===== src/rtl/sync_timing_generator.sv =====
// Video-style sync timing generator: position counter with active/front/sync/back phase FSM.
// Outputs decoded from registers (zero latency vs position); line_end is enable-qualified for chaining.
module sync_timing_generator #(
    parameter int ACTIVE        = 640,
    parameter int FRONT_PORCH   = 16,
    parameter int SYNC_PULSE    = 96,
    parameter int BACK_PORCH    = 48,
    parameter int COUNTER_SIZE  = 11,
    parameter bit SYNC_POLARITY = 1'b0
) (
    input  logic                    control_clock,
    input  logic                    reset,
    input  logic                    enable,
    output logic                    sync,
    output logic                    display_enable,
    output logic [COUNTER_SIZE-1:0] position,
    output logic                    line_end,
    output logic                    frame_start
);

    localparam int TOTAL = ACTIVE + FRONT_PORCH + SYNC_PULSE + BACK_PORCH;

    generate
        if (ACTIVE < 1 || FRONT_PORCH < 1 || SYNC_PULSE < 1 || BACK_PORCH < 1 ||
            COUNTER_SIZE < 1 || COUNTER_SIZE > 62 ||
            longint'(TOTAL) > (longint'(1) << COUNTER_SIZE)) begin : g_bad_params
            $error("sync_timing_generator: invalid timing parameters");
        end
    endgenerate

    // Last count of each phase; the phase changes when that count advances.
    localparam logic [COUNTER_SIZE-1:0] ACTIVE_LAST = COUNTER_SIZE'(ACTIVE - 1);
    localparam logic [COUNTER_SIZE-1:0] FRONT_LAST  = COUNTER_SIZE'(ACTIVE + FRONT_PORCH - 1);
    localparam logic [COUNTER_SIZE-1:0] SYNC_LAST   = COUNTER_SIZE'(ACTIVE + FRONT_PORCH + SYNC_PULSE - 1);
    localparam logic [COUNTER_SIZE-1:0] TOTAL_LAST  = COUNTER_SIZE'(TOTAL - 1);

    typedef enum logic [1:0] {
        S_ACTIVE = 2'd0,
        S_FRONT  = 2'd1,
        S_SYNC   = 2'd2,
        S_BACK   = 2'd3
    } state_t;

    state_t                  state_q, state_d;
    logic [COUNTER_SIZE-1:0] count_q, count_d;
    logic                    at_last;

    assign at_last = (count_q == TOTAL_LAST);

    always_ff @(posedge control_clock or posedge reset) begin
        if (reset) begin
            state_q <= S_ACTIVE;
            count_q <= '0;
        end else begin
            state_q <= state_d;
            count_q <= count_d;
        end
    end

    always_comb begin
        state_d = state_q;
        count_d = count_q;
        if (enable) begin
            count_d = at_last ? '0 : count_q + COUNTER_SIZE'(1);
            unique case (state_q)
                S_ACTIVE: if (count_q == ACTIVE_LAST) state_d = S_FRONT;
                S_FRONT:  if (count_q == FRONT_LAST)  state_d = S_SYNC;
                S_SYNC:   if (count_q == SYNC_LAST)   state_d = S_BACK;
                S_BACK:   if (at_last)                state_d = S_ACTIVE;
                default:                              state_d = S_ACTIVE;
            endcase
        end
    end

    // Everything except line_end depends on registers only, so enable cannot glitch them.
    assign sync           = (state_q == S_SYNC) ? SYNC_POLARITY : ~SYNC_POLARITY;
    assign display_enable = (state_q == S_ACTIVE);
    assign position       = count_q;
    assign frame_start    = (count_q == '0);
    assign line_end       = at_last & enable;

endmodule


===== config.mk =====
export PLATFORM = sky130hd
export DESIGN_NAME = sync_timing_generator
export DESIGN_NICKNAME = d
export VERILOG_FILES = /design/src/rtl/sync_timing_generator.sv
export SDC_FILE = /design/constraint.sdc
export NUM_CORES = 1
export LEC_CHECK = 0
export ABC_AREA = 1
export ABC_CLOCK_PERIOD_IN_PS = 1500
export CORE_AREA = 3 3 48 50
export DETAILED_ROUTE_END_ITERATION = 10
export DIE_AREA = 0 0 51 53
export GPL_TIMING_DRIVEN = 0
export PLACE_DENSITY_LB_ADDON = 0.2
export RECOVER_POWER = 50
export SYNTH_ARGS = -nofsm -noshare
export SYNTH_HDL_FRONTEND = slang
export SYNTH_SLANG_ARGS = --single-unit

===== constraint.sdc =====
create_clock -name control_clock -period 1.5 [get_ports control_clock]
set_input_delay 0.45 -clock control_clock [delete_from_list [all_inputs] [get_ports control_clock]]
set_output_delay 0.45 -clock control_clock [all_outputs]
set_load 0.1 [all_outputs]

==> key figures <==
Yosys
  • Count of unique library cells instantiated by Yosys: 27
  • Count of flip-flops with a built-in enable after synthesis: 0
  • Post-Synthesis Mean Instance Area: 7.65 um2
  • Post-Synthesis Net Count: 130
  • Number of storage elements in the synthesis netlist: 13
  • Area share of the largest cell type after synthesis: 0.351
  • Fraction of synthesis flops using an asynchronous set or reset pin: 1.00
  • Synth Warn #: 0
  • Cell accounting for the most synthesized area: dfrtp_1
  • Fraction of the mapped netlist area in compound gates: 0.0500
  • Share of synthesized cell area in and, or, nand and nor gates: 0.374
  • Dominant combinational cell family by area after synthesis: simple AND/OR/NAND/NOR gates
  • Synth Flop Type: dfrtp_1
  • Main area contributors after synthesis: dfrtp_1 35%, nand2_1 11%, inv_1 8.9%, ha_1 8.1%, nand3_2 4.3%
  • Register area share after synthesis: 0.351
  • Post-Synth XOR/XNOR Area: 0.0378
  • Proportion of synthesized area in mux cells: 0
  • Adder-Cell Fraction of Synth Area: 0.0811
  • Synth Instances: 121
  • Cell area after technology mapping: 926 um2

Finish
  • Share of final-layout standard cells stronger than drive strength 1: 0.626
  • Final #Nets: 173
  • Area growth syn-to-layout: 74.3%
  • Post-route non-filler standard cell count: 190
  • Most frequent cells in the layout: 20 x buf_4, 19 x nand2_1, 11 x inv_1, 10 x nand2_2
  • Antenna diode count: 0
  • Most common cell after layout, fill and taps aside: buf_4

Timing
  • Unrepaired setup endpoints after global routing: yes
  • Highest clock frequency the design can meet: 479 MHz
  • Total count of hold-check failures in the final report: 0
  • Count of final max-slew check failures: 0
  • Setup clock skew after layout: 0.00293 ns
  • Post-route worst setup slack: -0.588 ns
  • Slew at the pin closest to its max-slew limit: 0.511 ns
  • Relative max-transition margin: 0.659
  • Post-layout minimum cycle time: 2.09 ns
  • Count of endpoints failing setup in the final report: 11
  • Final period util: 1.39

Global routing
  • Total track usage: 0.200
  • Number of antenna violations at the first check in global routing: 0
  • Sum of overflow across all layers after global routing: 0
  • Maximum number of pins on one net before global-route repair: 14
  • Number of global-route vias before repair: 941
  • Wire length of the first global-routing pass: 4060 um

Placement
  • Post-placement cell count: 165
  • DP Wirelength: 1610 um
  • RD Place Congestion: 0.914
  • Input/output buffers: 17

Pwr
  • Worst supply voltage drop on vdd: 1.69 mV
  • PnR Total Power: 3.19 mW
  • Ratio of total power to cell area: 1980 nW/um2
  • Leakage power total: 0.731 nW

Routing
  • Total via count after detailed routing: 996
  • Count of routing violations after the opening detailed-route iteration: 22
  • Routed via count divided by cell count: 5.24
  • Routed wire length per instance: 15.2 um
  • Final routed DRC violation total: 0
  • Drt total wl: 2890 um
  • First-pass detailed-route iteration total: 4
  • Antenna Violating Nets Remaining: 0

Setup path
  • Worst-path cell chain: inv_4 > nand2_4 > nor3_2 > nand2_1 > nor4_4 > buf_6
  • Type of element launching the critical path: flip-flop
  • Critical path peak fanout: 3
  • Required time reported for the critical path endpoint: 1.05 ns
  • Data arrival time of the critical path: 1.64 ns
  • Slowest stage cell on the critical path: dfrtp_4
  • Delay of the slowest critical-path stage: 0.51 ns
  • Crit path kind: flip-flop to output pin
  • Crit end category: output pin

Clock network
  • CTS tree: done
  • Clock buffer count from CTS: 3
  • Clock latency on the worst-skew pair: 0.29 ns
  • Buffer type at the clock tree root: clkbuf_4
  • Number of clock sinks: 13
  • Htree depth: 1
  • Clock-pin slew of the registers on the worst-case setup and hold paths: 0.09 ns
  • CTS Buffer Depth: 2

Die
  • Core Box Area: 1940 um2
  • Chip Width: 51 um
  • Total die area: 2700 um2
  • Number of rows created at floorplan: 16
  • Top-level port count: 18
  • Die extent in y: 53 um
  • Starting density of the core: 0.477

Worst hold path
  • Hold Path Class: flip-flop to flip-flop

Run status
  • Violated checks: negative setup slack
  • Status: finished, violations left

Job
  • Max-cap violations: 0
==> cell usage after synthesis, types with 2 or more instances <==
library cell  instances
nand2_1              27
inv_1                22
dfrtp_1              13
nor2_1               10
ha_1                  6
nand3_1               6
nand3_2               4
nand4_1               4
nor2_2                4
nand2_2               3
o21ai_1               3
xor2_1                3
inv_2                 2
==> what timing repair did <==
| action | in CTS | in global routing |
|---|---|---|
| buffers inserted | 13 | 9 |
| hold buffers | 0 | 0 |
| pin swaps | 4 | 10 |
| gates resized for setup | 121 | 32 |
| setup endpoints to repair | 15 | 17 |
==> area by class of cell <==
cell class	count	area (um2)
flip-flops and latches	13	362
repair buffers	38	404
inverters	24	104
plain buffers	1	7.51
clock buffers	4	26.3
well taps	27	33.8
fillers	112	328
multi-input cells	83	677
==> state kept, by name, summed over array words and instances (netlist names) <==
name      count
position     11
state_q       2
==> metrics by stage <==
step | area [um2] | setup TNS [ns] | hold WS, ns | utilization | worst slack (ns)
floorplan | 1040 | -2.18 | 0.327 | - | -1.02
global placement | 1240 | -10.75 | 0.544 | 0.639 | -1.25
detailed placement | 1240 | -10.95 | 0.550 | 0.639 | -1.26
CTS | 1440 | -1.65 | 0.507 | 0.743 | -0.508
global route | 1610 | -2.46 | 0.636 | 0.831 | -0.657
finish | 1610 | -1.79 | 0.614 | 0.831 | -0.588
==> power by group <==
group / switching (mW) / internal (mW) / total (mW)
registers: 0.229 / 0.531 / 0.760
logic: 1.47 / 0.726 / 2.19
clock network: 0.136 / 0.103 / 0.239
total: 1.83 / 1.36 / 3.19
==> critical path: cells and delay by family (launching register included) <==
| kind | cells | cell delay [ns] |
|---|---|---|
| buffers and inverters | 2 | 0.33 |
| flip-flops | 1 | 0.51 |
| AND/OR/NAND/NOR | 4 | 0.51 |
==> per-layer routing <==
metal  GRT usage  vias up  wire, um
met1       0.236      489      1140
met4      0.0583        0        27
li1            -      469         -
met2       0.365       33      1570
met3      0.0394        5       158
met5           0        -         0
==> cells by family (layout without fill, tap and decap cells) <==
group	count (synthesis)	after routing
AO/OA/AOI/OAI	8	8
buffers and inverters	25	67
AND/OR/NAND/NOR	65	65
flip-flops	13	13
XOR/XNOR	4	4
adder cells (fa/ha/maj)	6	6
==> path summary, 6_finish.rpt <==
check / start / to / slack [ns] / depth (start not counted)
min in group asynchronous: reset / position[1] / 0.62 / 2
worst max register to register: position[6] / state_q[1] / -0.05 / 10
worst min register to register: position[10] / position[10] / 0.61 / 1
worst min-delay path: position[10] / position[10] / 0.61 / 1
max in group asynchronous: reset / position[7] / 0.49 / 2
worst max-delay path: position[7] / frame_start / -0.59 / 6
No activity file was read; power rests on OpenSTA's default activity.
